## src/rtl/fp16_pkg.sv

```systemverilog
// rtl/fp16_pkg.sv - float16 result class constants and shared result types
package fp16_pkg;

  localparam int TYPE_NORM    = 5;
  localparam int TYPE_SUB     = 4;
  localparam int TYPE_ZERO    = 3;
  localparam int TYPE_EXT_MSB = 2;
  localparam int TYPE_EXT_LSB = 0;

  typedef struct packed {
    logic [5:0]  typ;
    logic [15:0] data;
  } fp16_result_t;

  typedef struct packed {
    logic         last;
    fp16_result_t res;
  } drain_entry_t;

  function automatic logic is_ext_class(input logic [5:0] t);
    return |t[TYPE_EXT_MSB:TYPE_EXT_LSB];
  endfunction

endpackage

```

## src/rtl/sync_fifo.sv

```systemverilog
// rtl/sync_fifo.sv - single-clock FIFO with explicit level counter
// Head data reads zero while empty; storage itself is never reset.
module sync_fifo #(
  parameter int WIDTH = 23,
  parameter int DEPTH = 8
) (
  input  logic                     clk,
  input  logic                     rst_n,
  input  logic                     clr_i,
  input  logic                     push_i,
  input  logic                     pop_i,
  input  logic [WIDTH-1:0]         wdata_i,
  output logic [WIDTH-1:0]         rdata_o,
  output logic                     full_o,
  output logic                     empty_o,
  output logic [$clog2(DEPTH):0]   level_o
);

  localparam int AW = $clog2(DEPTH);
  localparam logic [AW:0] FULL_LEVEL = (AW+1)'(DEPTH);

  logic [WIDTH-1:0] mem_q [DEPTH];
  logic [AW-1:0]    wr_ptr_q, wr_ptr_d;
  logic [AW-1:0]    rd_ptr_q, rd_ptr_d;
  logic [AW:0]      level_q, level_d;

  always_comb begin
    wr_ptr_d = wr_ptr_q;
    rd_ptr_d = rd_ptr_q;
    level_d  = level_q;
    if (clr_i) begin
      wr_ptr_d = '0;
      rd_ptr_d = '0;
      level_d  = '0;
    end else begin
      if (push_i) wr_ptr_d = wr_ptr_q + 1'b1;
      if (pop_i)  rd_ptr_d = rd_ptr_q + 1'b1;
      if (push_i && !pop_i)      level_d = level_q + 1'b1;
      else if (pop_i && !push_i) level_d = level_q - 1'b1;
    end
  end

  always_ff @(posedge clk or negedge rst_n) begin
    if (!rst_n) begin
      wr_ptr_q <= '0;
      rd_ptr_q <= '0;
      level_q  <= '0;
    end else begin
      wr_ptr_q <= wr_ptr_d;
      rd_ptr_q <= rd_ptr_d;
      level_q  <= level_d;
    end
  end

  // When full with a same-cycle pop, wr_ptr equals rd_ptr: the head is read before this edge overwrites it.
  always_ff @(posedge clk) begin
    if (push_i) mem_q[wr_ptr_q] <= wdata_i;
  end

  assign empty_o = (level_q == '0);
  assign full_o  = (level_q == FULL_LEVEL);
  assign level_o = level_q;
  assign rdata_o = empty_o ? '0 : mem_q[rd_ptr_q];

endmodule

```

## src/rtl/acc_drain.sv

```systemverilog
// rtl/acc_drain.sv - accumulator result drain buffer with frame marking and sticky flags
module acc_drain
  import fp16_pkg::*;
#(
  parameter int         DEPTH     = 8,
  parameter logic [5:0] FRAME_LEN = 6'd2
) (
  input  logic                   CLK,
  input  logic                   RSTn,
  input  logic                   DVI,
  input  logic [5:0]             DI_TYPE,
  input  logic [15:0]            DI,
  input  logic                   CLR,
  output logic                   OUT_VALID,
  input  logic                   OUT_READY,
  output logic [15:0]            OUT_DATA,
  output logic [5:0]             OUT_TYPE,
  output logic                   OUT_LAST,
  output logic [$clog2(DEPTH):0] LEVEL,
  output logic                   OVF,
  output logic                   EXC
);

  logic         pop, push, full, empty, last_bit;
  drain_entry_t wr_entry, rd_entry;
  logic [5:0]   frm_cnt_q, frm_cnt_d;
  logic         ovf_q, ovf_d;
  logic         exc_q, exc_d;

  // Full plus a simultaneous pop still accepts the write, since the accumulator cannot stall.
  assign pop      = OUT_VALID && OUT_READY && !CLR;
  assign push     = DVI && !CLR && (!full || pop);
  assign last_bit = (frm_cnt_q == FRAME_LEN - 6'd1);

  always_comb begin
    wr_entry          = '0;
    wr_entry.last     = last_bit;
    wr_entry.res.typ  = DI_TYPE;
    wr_entry.res.data = DI;
  end

  always_comb begin
    frm_cnt_d = frm_cnt_q;
    ovf_d     = ovf_q;
    exc_d     = exc_q;
    if (CLR) begin
      frm_cnt_d = '0;
      ovf_d     = 1'b0;
      exc_d     = 1'b0;
    end else begin
      if (push) frm_cnt_d = last_bit ? 6'd0 : frm_cnt_q + 6'd1;
      if (push && is_ext_class(DI_TYPE)) exc_d = 1'b1;
      if (DVI && !push) ovf_d = 1'b1;
    end
  end

  always_ff @(posedge CLK or negedge RSTn) begin
    if (!RSTn) begin
      frm_cnt_q <= '0;
      ovf_q     <= 1'b0;
      exc_q     <= 1'b0;
    end else begin
      frm_cnt_q <= frm_cnt_d;
      ovf_q     <= ovf_d;
      exc_q     <= exc_d;
    end
  end

  sync_fifo #(
    .WIDTH($bits(drain_entry_t)),
    .DEPTH(DEPTH)
  ) u_fifo (
    .clk     (CLK),
    .rst_n   (RSTn),
    .clr_i   (CLR),
    .push_i  (push),
    .pop_i   (pop),
    .wdata_i (wr_entry),
    .rdata_o (rd_entry),
    .full_o  (full),
    .empty_o (empty),
    .level_o (LEVEL)
  );

  assign OUT_VALID = !empty;
  assign OUT_DATA  = rd_entry.res.data;
  assign OUT_TYPE  = rd_entry.res.typ;
  assign OUT_LAST  = rd_entry.last;
  assign OVF       = ovf_q;
  assign EXC       = exc_q;

endmodule

```

## config.mk

```make
export PLATFORM = sky130hd
export DESIGN_NAME = acc_drain
export DESIGN_NICKNAME = d
export VERILOG_FILES = /design/src/rtl/fp16_pkg.sv /design/src/rtl/sync_fifo.sv /design/src/rtl/acc_drain.sv
export SDC_FILE = /design/constraint.sdc
export NUM_CORES = 1
export LEC_CHECK = 0
export ABC_AREA = 1
export CORE_MARGIN = 2
export CORE_UTILIZATION = 62
export CTS_BUF_LIST = sky130_fd_sc_hd__clkbuf_4
export DETAILED_ROUTE_END_ITERATION = 8
export PLACE_DENSITY = 0.83
export SETUP_SLACK_MARGIN = 0.02
export SYNTH_ARGS = -nofsm -noshare
export SYNTH_HDL_FRONTEND = slang
export SYNTH_HIERARCHICAL = 1
export SYNTH_SLANG_ARGS = --single-unit
```

## constraint.sdc

```tcl
create_clock -name CLK -period 3.9 [get_ports CLK]
set_clock_uncertainty 0.1 [all_clocks]
set_input_delay 0.78 -clock CLK [delete_from_list [all_inputs] [get_ports CLK]]
set_output_delay 0.78 -clock CLK [all_outputs]
set_load 0.005 [all_outputs]
```

# Yosys cells after proc, flatten, opt, wreduce, memory -nomap -nowiden
# Memories as Yosys holds them, arrays and structs flattened.
# Cells that the tools add are included.
[totals] out_inout_bits=30 ram_bits=184 register_bits=18 mem_count=1 wordCells=52 in_bits=27
[memory_table] memory="u_fifo.mem_q" words=8 word_bits=23 read_ports=1 rd_clocked_by_memory_dff=0 wr=1 line_no="sync_fifo.sv:22" source="logic [WIDTH-1:0] mem_q [DEPTH];"
[classes] mux=17 n_addsub=5 n_reduce_logical=21 n_eq_ne=2
[op_table] cell="$mux 23" count=1
[op_table] cell="$mux 6" count=3
[op_table] cell="$mux 3" count=4
[op_table] cell="$mux 4" count=3
[op_table] cell="$logic_and 1x1->1" count=8
[op_table] cell="$reduce_bool 2->1" count=4
[op_table] cell="$add 3x1->3 const B" count=2
[op_table] cell="$add 6x1->6 const B" count=1
[op_table] cell="$eq 6x1->1 const B" count=1
[op_table] cell="$mux 1" count=6
[op_table] cell="$logic_not 1->1" count=5
[op_table] cell="$add 4x1->4 const B" count=1
[op_table] cell="$eq 4x4->1 const B" count=1
[op_table] cell="$logic_not 4->1" count=1
[op_table] cell="$sub 4x1->4 const B" count=1
[op_table] cell="$reduce_bool 3->1" count=1
[op_table] cell="$reduce_or 3->1" count=1
[op_table] cell="$logic_or 1x1->1" count=1

# Depth between registers and ports, before layout
# Gate-level depths: netlist (run 1).
[logic_depth] ltp_word=11 depth_mapped=17 ltp_nobuf=16

# Cells and area by module
# Netlist (run 1), hierarchy kept.
[modules_own_cells] mod="sync_fifo" area_per_inst_um2=8648.3 cells_per_inst=884 seq_area_each_um2=5775.5 instances=1
[modules_own_cells] mod="acc_drain" area_per_inst_um2=515.5 cells_per_inst=76 seq_area_each_um2=200.2 instances=1

# Worst setup path after synthesis (run 1)
# Ideal clock, no wire load.
[synth_path] path_kind="flip-flop to flip-flop" start="reg u_fifo.level_q[0] (netlist: u_fifo/level_o[0])" end="mem u_fifo.mem_q[0][0] (enable)" period_less_slack_ns=3.262 setup_slack_ns=0.638 path_stages_with_launch=13 arrival_ns=2.759 cell_sequence="dfrtp_1 -> inv_1 -> nand4_1 -> buf_2 -> inv_1 -> nor2_1 -> nand2_1 -> nand2_2 -> nand2_4 -> inv_1 -> inv_1 -> or2_2 -> nor2_1"
[synth_between] elab_chain_cells=8
[synth_rtl] element="start, declared" line_no="sync_fifo.sv:25" source="logic [AW:0] level_q, level_d;"
[synth_rtl] element="start signal, assigned" line_no="sync_fifo.sv:51" source="level_q <= level_d;"
[synth_rtl] element="$logic_not 4->1" line_no="sync_fifo.sv:60" source="assign empty_o = (level_q == '0);"
[synth_rtl] element="net empty" line_no="acc_drain.sv:24" source="logic pop, push, full, empty, last_bit;"
[synth_rtl] element="$logic_not 1->1" line_no="acc_drain.sv:85" source="assign OUT_VALID = !empty;"
[synth_rtl] element="$logic_and 1x1->1 (2 in a row)" line_no="acc_drain.sv:31" source="assign pop = OUT_VALID && OUT_READY && !CLR;"
[synth_rtl] element="$logic_or 1x1->1" line_no="acc_drain.sv:32" source="assign push = DVI && !CLR && (!full || pop);"
[synth_rtl] element="$logic_and 1x1->1" line_no="acc_drain.sv:32"
[synth_rtl] element="net push" line_no="acc_drain.sv:24"
[synth_rtl] element="$mux 1" line_no="sync_fifo.sv:57" source="if (push_i) mem_q[wr_ptr_q] <= wdata_i;"
[synth_rtl] element="$mux 1 (not written as such)" line_no="sync_fifo.sv:57"
[synth_rtl] element="end, declared" line_no="sync_fifo.sv:22"
# The timed path passes the listed nets, and every way through them passes these cells.

# Worst setup path in the final report (run 1)
[layout_path] start="reg u_fifo.rd_ptr_q[0]" end="out OUT_DATA[8]"
[layout_between] elab_chain_cells=2
[layout_rtl] element="start, declared" line_no="sync_fifo.sv:24" source="logic [AW-1:0] rd_ptr_q, rd_ptr_d;"
[layout_rtl] element="start signal, assigned" line_no="sync_fifo.sv:50" source="rd_ptr_q <= rd_ptr_d;"
[layout_rtl] element="$mem_v2 8x23"
[layout_rtl] element="$mux 23" line_no="sync_fifo.sv:63" source="assign rdata_o = empty_o ? '0 : mem_q[rd_ptr_q];"
[layout_rtl] element="end, declared" line_no="acc_drain.sv:16" source="output logic [15:0] OUT_DATA,"
# Every way passes these cells.

==> impl_results.md, run 1 <==
- Status: finished, final reports clean
- Finished Layout Cells: 1276
- Port bufs: 56
- Crit Path Class: flip-flop to output port
- Drt first pass iters: 6
- CTS Hold Buffers Added: 0
- Worst-Margin Slew: 805.3 ps
- Post-synth top area share: 60.29%
- Post-Synthesis Cells: 960
- Hold Path Class: flip-flop to flip-flop
- WP data required: 3020 ps
- Reg2Reg Depth: 12
- Hold Path Origin: OVF
- Core ar.: 14480 µm²
- PwrDens: 527.7 nW/µm²
- Relative slew slack: 46.15%
- Clk buf depth: 3
- Final RePlAce weighted congestion: 0.8895
- Mapped cell area: 9164 µm²
- Netlist cell types: 29
- Setup_tns: 0 ps
- Synth warn: 6
- Die H: 125.6 µm
- Via count: 6637
- Total wire length: 19380 µm
- Clk Tree Root Cell: clkbuf_4
- Fin crit period: 3630 ps
- Worst-path clk slew: 70 ps
- Post-synthesis sequential area ratio: 65.21%
- Net load switching power: 1.643 mW
- Post CTS Setup Buffer Count: 0
- Area growth, synth to finish: 16.13%
- Commonest non-fill, non-tap cells in the layout: nand2_1 (276), inv_1 (208), edfxtp_1 (184)
- Leakage power: 4.882 nW
- Final worst slack: 269.9 ps
- Final Slew Violations: 0
- Setup violators final: 0
- # nets final: 1086
- Max-cap violations: 0
- Setup crit start: u_fifo/rd_ptr_q[0]
- Syn Nets: 994
- Syn avg cell area: 9.546 µm²
- Post-CTS resize count: 0
- R2R Path Start: u_fifo/level_o[3]
- I/O Pins: 57
- Crit path max fanout: 73
- Design Area, Final: 10640 µm²
- Crit path DAT: 2750 ps
- Initial core utilization: 63.29%
- Placed Area: 9993 µm²
- Initial antenna violation count: 1
- Seq pwr share: 44.3%
- Internal cell power: 3.972 mW
- Setup WS pre-CTS: 372.5 ps
- Share of cells above drive strength 1: 10.72%
- Drt wl/cell: 15.18 µm
- Fin util: 73.50%
- Final hold violation count: 0
- # H-tree levels: 2
- RSZ-0062 raised after global routing: false
- Dpl hpwl: 11460 µm
- Total power: 5.616 mW
- WHS: 398.3 ps
- Largest net degree at the start of global routing: 94
- Layout fillers: 963
- First-pass GRT wire length: 31570 µm
- Number of CTS-inserted buffers: 48
- Grt total ovfl: 0
- Row count: 44
- Reg2reg setup slack: 1060 ps
- VDD IR max: 0.2974 mV
- Clock power frac: 31.3%
- Top post-synthesis cells by area: edfxtp_1 (60%), nand2_1 (11%), inv_1 (8.5%)
- Biggest area consumer among synthesized cells: edfxtp_1
- Net Sw Frac: 29.26%
- Tcrit/Tclk final: 93.08%
- Critical Path Sink Type: output port
- DRC errors left: 0
- Fmax: 275.5 MHz
- Gr usage total: 25.27%
- Chip width: 125.6 µm
- Gate power share: 24.5%
- Remaining antenna violation count: 0
- FF+latch count, synth: 202
- Worst-skew pair later-pin latency: 640 ps
- Dpl cells: 1186
- Worst setup SP type: flip-flop
- Die area: 15770 µm²
- Vias in the first global route: 6579
- Worst R2R End: u_fifo/mem_q[6][13]
- Hold endpoint: OVF
- Commonest non-fill, non-tap cell in the layout: nand2_1
- DR iter-0 viols: 641
- Drt via density: 5.201
- Worst hold stages: 1
- Sink Count: 202
- CTS tree: built
[power by group through the flow]
stage               sequential, mW  combinational (mW)  clock [mW]
floorplan                     2.52               0.761           0
global placement              2.53                1.33           0
detailed placement            2.53                1.37           0
CTS                           2.48                1.38        1.79
global route                  2.49                1.52        1.91
finish                        2.49                1.37        1.76
[worst max-delay path, cell delays in order, from the launching register on]
cell	delay [ps]
dfrtp_2	440
inv_2	60
buf_4	630
nand2_1	150
nand3_1	130
nand3_1	100
nand2_1	110
nor2_1	50
clkdlybuf4s50_1	440
[sequential cells by signal (all words and copies together), names as in the netlist]
register	count
u_fifo/mem_q	184
frm_cnt_q	6
u_fifo/level_o	4
u_fifo/rd_ptr_q	3
u_fifo/wr_ptr_q	3
EXC	1
OVF	1
[layer usage]
| metal | wire (µm) | vias to the layer above | track usage (%) |
|---|---|---|---|
| met5 | 0 | - | 0 |
| met4 | 430 | 0 | 10.98 |
| met3 | 1506 | 41 | 4.621 |
| met2 | 9669 | 287 | 41.94 |
| met1 | 7768 | 3079 | 33.01 |
| li1 | - | 3230 | - |
[how the worst max path moves through the flow]
| stage | end | cells past startpoint |
|---|---|---|
| global route | OUT_DATA[3] | 8 |
| detailed placement | u_fifo/mem_q[6][10] | 10 |
| CTS | OUT_DATA[8] | 8 |
| floorplan | u_fifo/mem_q[0][0] | 12 |
| finish | OUT_DATA[8] | 8 |
| global placement | u_fifo/mem_q[6][17] | 10 |
[cell families after synthesis]
group                      Yosys count  synth area share (%)
adders and majority gates            7                 1.038
buffers and inverters              249                 10.66
and+or+nand+nor                    487                 22.09
xor gates and xnor gates             1               0.09559
DFF                                202                 65.21
AOI/OAI and AO/OA                   14                0.9012
[synth_stat cells]
master      n
o21bai_1    1
nor2_4      1
fa_1        1
nand3_1   132
dfrtp_1    18
o21a_1      1
o22ai_1     2
nand2_4     1
clkinv_1    1
nand2_2     1
buf_2      28
o21ai_0     2
inv_2       3
nand2_1   276
ha_1        6
a21oi_1     4
buf_1       2
nor3_1      1
nor4_1      1
inv_1     208
a211oi_1    2
clkbuf_1    5
edfxtp_1  184
xor2_1      1
buf_4       2
o21ai_1     2
nand4_1     3
or2_2       1
nor2_1     70
[area by class of cell]
class / instances / area [µm²] / share of cell area [%]
clock inverter: 13 / 75.07 / 0.7055
tap: 184 / 230.2 / 2.163
multi-input combinational: 509 / 2231 / 20.96
sequential: 202 / 5978 / 56.18
timing repair buffer: 79 / 758.2 / 7.125
clock buffer: 76 / 570.5 / 5.362
antenna: 1 / 2.502 / 0.02352
inverter: 212 / 795.8 / 7.478
Power figures use the tool's default switching activity.
==> run 2: changes to the inputs <==
==> constraint.sdc (replaced) <==
create_clock -name CLK -period 3.9 [get_ports CLK]
set_clock_uncertainty 0.1 [all_clocks]
set_input_delay 1.17 -clock CLK [delete_from_list [all_inputs] [get_ports CLK]]
set_output_delay 1.17 -clock CLK [all_outputs]
set_load 0.005 [all_outputs]
==> run 2 against run 1 <==
Net effect:
- fmax decreased by 2.8%
- worst setup slack lost 100 ps
- critical path depth is 1 lower
- critical endpoint is now OUT_TYPE[5]
==> impl_results.md, run 2 (synthesis results as in run 1) <==
- Status: finished, final reports clean
- Final Slew Violations: 0 (unchanged)
- Core ar.: 14480 µm² (unchanged)
- DR WL met2: 9708 µm (+0.40%)
- CTS Hold Buffers Added: 0 (unchanged)
- PwrDens: 519.7 nW/µm² (-1.5%)
- Gr usage total: 24.66% (-0.61 points)
- Number of CTS-inserted buffers: 48 (unchanged)
- Setup_tns: 0 ps (unchanged)
- Sink Count: 202 (unchanged)
- Clk buf depth: 3 (unchanged)
- Final worst slack: 165.4 ps (-104.4 ps)
- Remaining antenna violation count: 0 (unchanged)
- Clk Tree Root Cell: clkbuf_4
- Layout fillers: 1015 (+5.4%)
- Biggest register: u_fifo/mem_q
- Gate power share: 25.2% (+0.7 points)
- Grt total ovfl: 0 (unchanged)
- Total power: 5.544 mW (-1.3%)
- Dpl hpwl: 11710 µm (+2.2%)
- Drt first pass iters: 7 (+1)
- Die area: 15770 µm² (unchanged)
- Fin crit period: 3735 ps (+104.4 ps)
- Tcrit/Tclk final: 95.76% (+2.7 points)
- Worst-Margin Slew: 838.3 ps (+32.97 ps)
- CP endpoint: OUT_TYPE[5]
- Row count: 44 (unchanged)
- Die H: 125.6 µm (unchanged)
- Drt via density: 5.162 (-0.75%)
- Area growth, synth to finish: 16.41%
- Commonest non-fill, non-tap cells in the layout: nand2_1 (276), inv_1 (208), edfxtp_1 (184)
- DR iter-0 viols: 607 (-5.3%)
- Hold Path Class: flip-flop to flip-flop
- Vias in the first global route: 6433 (-2.2%)
- Fin util: 73.68% (+0.18 points)
- Worst-path clk slew: 60 ps (about the same)
- Reg2Reg Depth: 18 (+6)
- Worst setup SP type: flip-flop
- Storage cell area: 5981 µm² (about the same)
- Leakage power: 4.917 nW (+0.73%)
- DRC errors left: 0 (unchanged)
- Final RePlAce weighted congestion: 0.8908 (+0.15%)
- Relative slew slack: 43.94% (-2.2 points)
- Seq pwr share: 44.9% (+0.6 points)
- I/O Pins: 57 (unchanged)
- Drt wl/cell: 14.83 µm (-2.4%)
- Via count: 6618 (-0.29%)
- Internal cell power: 3.921 mW (-1.3%)
- Fmax: 267.8 MHz (-2.8%)
- Top Metal Used: met4
- # H-tree levels: 2 (unchanged)
- VDD IR max: 0.3275 mV (+10%)
- First-pass GRT wire length: 30620 µm (-3.0%)
- Setup violators final: 0 (unchanged)
- Chip width: 125.6 µm (unchanged)
- Clock power frac: 30.0% (-1.3 points)
- Initial antenna violation count: 1 (unchanged)
- Metal3 WL: 1209 µm (-20%)
- Initial core utilization: 63.29% (unchanged)
- Setup WS pre-CTS: 380.3 ps (+7.793 ps)
- Crit path max fanout: 34 (-53%)
- CTS tree: built
- WHS: 392.4 ps (-5.930 ps)
- RSZ-0062 raised after global routing: false
- Reg2reg setup slack: 1140 ps (+80 ps)
- Largest net degree at the start of global routing: 48 (-49%)
- Crit Path Class: flip-flop to output port
- R2R Path Start: u_fifo/level_o[3]
- Crit path DAT: 2460 ps (-290 ps)
- Critical Path Sink Type: output port
- Net load switching power: 1.623 mW (-1.2%)
- Worst R2R End: u_fifo/level_o[3]
- Area of the multi-input gates: 2231 µm² (unchanged)
- Post CTS Setup Buffer Count: 0 (unchanged)
- Share of cells above drive strength 1: 11.49% (+0.76 points)
- WP data required: 2630 ps (-390 ps)
- Post-CTS resize count: 0 (unchanged)
- Final hold violation count: 0 (unchanged)
- # nets final: 1093 (+0.64%)
- Max-cap violations: 0 (unchanged)
- Net Sw Frac: 29.28% (about the same)
- Commonest non-fill, non-tap cell in the layout: nand2_1
- Setup crit start: u_fifo/rd_ptr_q[0]
- Max reg flops: 184 (unchanged)
- Worst-skew pair later-pin latency: 620 ps (-20 ps)
- Port bufs: 56 (unchanged)
- Wl on met1: 7557 µm (-2.7%)
- Total wire length: 19010 µm (-1.9%)
## run 2: final cells by class
class	count	area share (%)
Multi-Input combinational cell	509	20.91
Inverter	212	7.483
Timing Repair Buffer	86	7.600
Sequential cell	202	56.06
Antenna cell	1	0.02346
Clock buffer	75	5.278
Clock inverter	13	0.4809
Tap cell	184	2.158
## run 2: metal layers
| metal | vias up | global-route usage, % |
|---|---|---|
| met4 | 0 | 10.33 |
| met1 | 3046 | 31.10 |
| li1 | 3235 | - |
| met5 | - | 0 |
| met2 | 277 | 42.64 |
| met3 | 60 | 4.022 |
## run 2: worst max-delay path: stages, from the launching register on
cell	delay [ps]
dfrtp_2	450
buf_4	260
nand2_1	140
nand3_1	100
nand2_1	90
nor2_1	40
nor2_1	240
clkdlybuf4s50_1	550
## run 2: per-stage QoR
| step | cell area (µm²) | cells |
|---|---|---|
| after global routing | 10670 | 1282 |
| after detailed placement | 10050 | 1193 |
| after CTS | 10660 | 1281 |
| after global placement | 10050 | 1193 |
| final | 10670 | 1282 |
| after floorplan | 9164 | 960 |
## run 2: worst min-delay path by stage
stage | endpoint | startpoint | cells past startpoint
after CTS | OVF | OVF | 1
after global placement | OVF | OVF | 1
final | OVF | OVF | 1
after global routing | OVF | OVF | 1
after detailed placement | OVF | OVF | 1
after floorplan | EXC | EXC | 2
## run 2: power groups by stage
stage	clock [mW]	combinational, mW	sequential, mW
after floorplan	0	0.761	2.52
after global placement	0	1.36	2.53
after detailed placement	0	1.39	2.53
after CTS	1.70	1.39	2.48
after global routing	1.81	1.54	2.49
final	1.66	1.40	2.49
==> patch, RTL diff (flow settings as in run 2) <==
`DEPTH` is set to 8 in 2 places; all go to 16.
--- a/src/rtl/sync_fifo.sv
+++ b/src/rtl/sync_fifo.sv
@@ -3,5 +3,5 @@
 module sync_fifo #(
   parameter int WIDTH = 23,
-  parameter int DEPTH = 8
+  parameter int DEPTH = 16
 ) (
   input  logic                     clk,
--- a/src/rtl/acc_drain.sv
+++ b/src/rtl/acc_drain.sv
@@ -3,5 +3,5 @@
   import fp16_pkg::*;
 #(
-  parameter int         DEPTH     = 8,
+  parameter int         DEPTH     = 16,
   parameter logic [5:0] FRAME_LEN = 6'd2
 ) (
Ports: changed (resized LEVEL); port bits go from 57 to 58. The function was not compared with the original's and may differ.
==> patch against run 2 <==
Sequential cell count is 187 higher. Non-clock buffer count is 62 higher. The run now ends with setup timing left. Critical endpoint is now OUT_LAST. First-iteration DRC count grew to 3.2 times the old value. Cell area is 82% higher. Largest power group unchanged. Power is 85% higher. Clock power is 100% higher. Hold slack worse by 0.0012 ns. Wire length is 140% higher. Setup slack worse by 0.17 ns. Register-to-register slack worse by 0.29 ns. Area after synthesis is 76% higher. Largest cell class unchanged. Via count is 86% higher.
==> patch: results (changes against run 2) <==
share of layout cells above drive strength 1 -> 0.1902 (was 0.1149)
sequential area share after synthesis -> 0.7160 (was 0.6521)
initial antenna violation count -> 2 (was 1)
Leak -> 7.403 nW (was 4.917 nW)
nets@finish -> 1602 (was 1093)
via density per instance -> 6.252 (was 5.162)
top cells by area, synth -> edfxtp_1, nand2_1, nand3_1, dfrtp_1, buf_2 (was edfxtp_1, nand2_1, inv_1, nand3_1, dfrtp_1)
EDFF count, synth -> 368 (was 184)
Routed WL -> 44910 um (was 19010 um)
pre-CTS setup slack -> 0.3572 ns (was 0.3803 ns)
reg2reg end -> u_fifo/level_o[4] (was u_fifo/level_o[3])
worst skew pair latency -> 0.75 ns (was 0.62 ns)
slowest CP cell -> dfrtp_4 (was clkdlybuf4s50_1)
CTS Buf Count -> 95 (was 48)
worst-margin pin slew -> 0.7273 ns (was 0.8383 ns)
peak supply drop -> 346.0 uV (was 327.5 uV)
worst hold slack -> 0.3912 ns (was 0.3924 ns)
placed cell area -> 17190 um2 (was 10050 um2)
# port buffers -> 57 (was 56)
status -> finished with violations (was complete, no violations)
crit path max fanout -> 6 (was 34)
syn nets -> 1436 (was 994)
failing checks -> setup timing
Commonest cells post-synth -> nand2_1, edfxtp_1, nand3_1, buf_2, nor2_1 (was nand2_1, inv_1, edfxtp_1, nand3_1, nor2_1)
Iter 0 DRT Violations -> 1939 (was 607)
CP endpoint -> OUT_LAST (was OUT_TYPE[5])
vias in the first global route -> 11830 (was 6433)
Worst Path Arrival -> 2.64 ns (was 2.46 ns)
Clk pin slew, worst setup/hold paths -> 0.08 ns (was 0.06 ns)
Reg with most FFs -> u_fifo/mem_q (unchanged)
All-Layer GR Usage -> 0.3165 (was 0.2466)
DR WL/cell -> 22.78 um (was 14.83 um)
ys async rst share -> 0.05398 (was 0.08911)
worst r2r src -> u_fifo/level_o[0] (was u_fifo/level_o[3])
Post-Syn Area per Cell -> 11.57 um2 (was 9.546 um2)
setup ws final -> -0.005396 ns (was 0.1654 ns)
first-pass GRT wire length -> 64100 um (was 30620 um)
# Post-CTS Setup Buffers -> 7 (was 0)
max FFs per register -> 368 (was 184)
Placed Cells -> 1760 (was 1193)
R2R depth -> 16 (was 18)
setup violators final -> 1 (was 0)
==> patch: cell count changes after synthesis, sizes merged, moves of 4 or more <==
cell,before,now
inv,211,25
a21oi,4,30
ha,6,11
buf,32,70
nand3,132,290
nand2,278,514
nor2,71,37
edfxtp,184,368
clkbuf,5,9
==> patch: logic make-up (layout without fill, tap and decap cells) <==
| kind of cell | Yosys count | after routing | share of synthesized area |
|---|---|---|---|
| AND/OR/NAND/NOR | 846 | 846 | 0.2207 |
| flip-flops | 389 | 389 | 0.7160 |
| buffers and inverters | 105 | 343 | 0.03808 |
| AO/OA/AOI/OAI | 42 | 42 | 0.01378 |
| adder cells (fa/ha/maj) | 12 | 12 | 0.009751 |
| XOR/XNOR | 3 | 3 | 0.001626 |
| other | 0 | 2 | 0 |
==> patch: worst reg2reg max path: cells and delay by family (launching register included) <==
| family | cells | cell delay (ns) |
|---|---|---|
| compound gates | 3 | 0.33 |
| simple gates | 9 | 0.93 |
| buf+inv | 3 | 0.67 |
| flops | 1 | 0.46 |
| fa+ha+maj | 1 | 0.46 |
==> patch: power breakdown <==
group	internal (mW)	switching [mW]	total, mW
clock network	1.68	1.64	3.32
registers	4.65	0.0657	4.72
logic	0.910	1.30	2.21
total	7.24	3.01	10.3
==> patch: per-layer routing <==
metal  GRT usage  wire length (um)  vias up
met4      0.1375              1901        0
met2      0.5194             21630     1090
met1      0.4008             15080     5765
met5           0                 0        -
li1            -                 -     5275
met3     0.08342              6302      199
==> patch: cell type report <==
cell class | count | area [um2]
Clock buffer | 136 | 1021
Antenna cell | 2 | 5.005
Sequential cell | 389 | 11580
Clock inverter | 33 | 171.4
Tap cell | 335 | 419.2
Multi-Input combinational cell | 903 | 4130
Inverter | 26 | 115.1
Fill cell | 1479 | 6472
Timing Repair Buffer | 148 | 1918
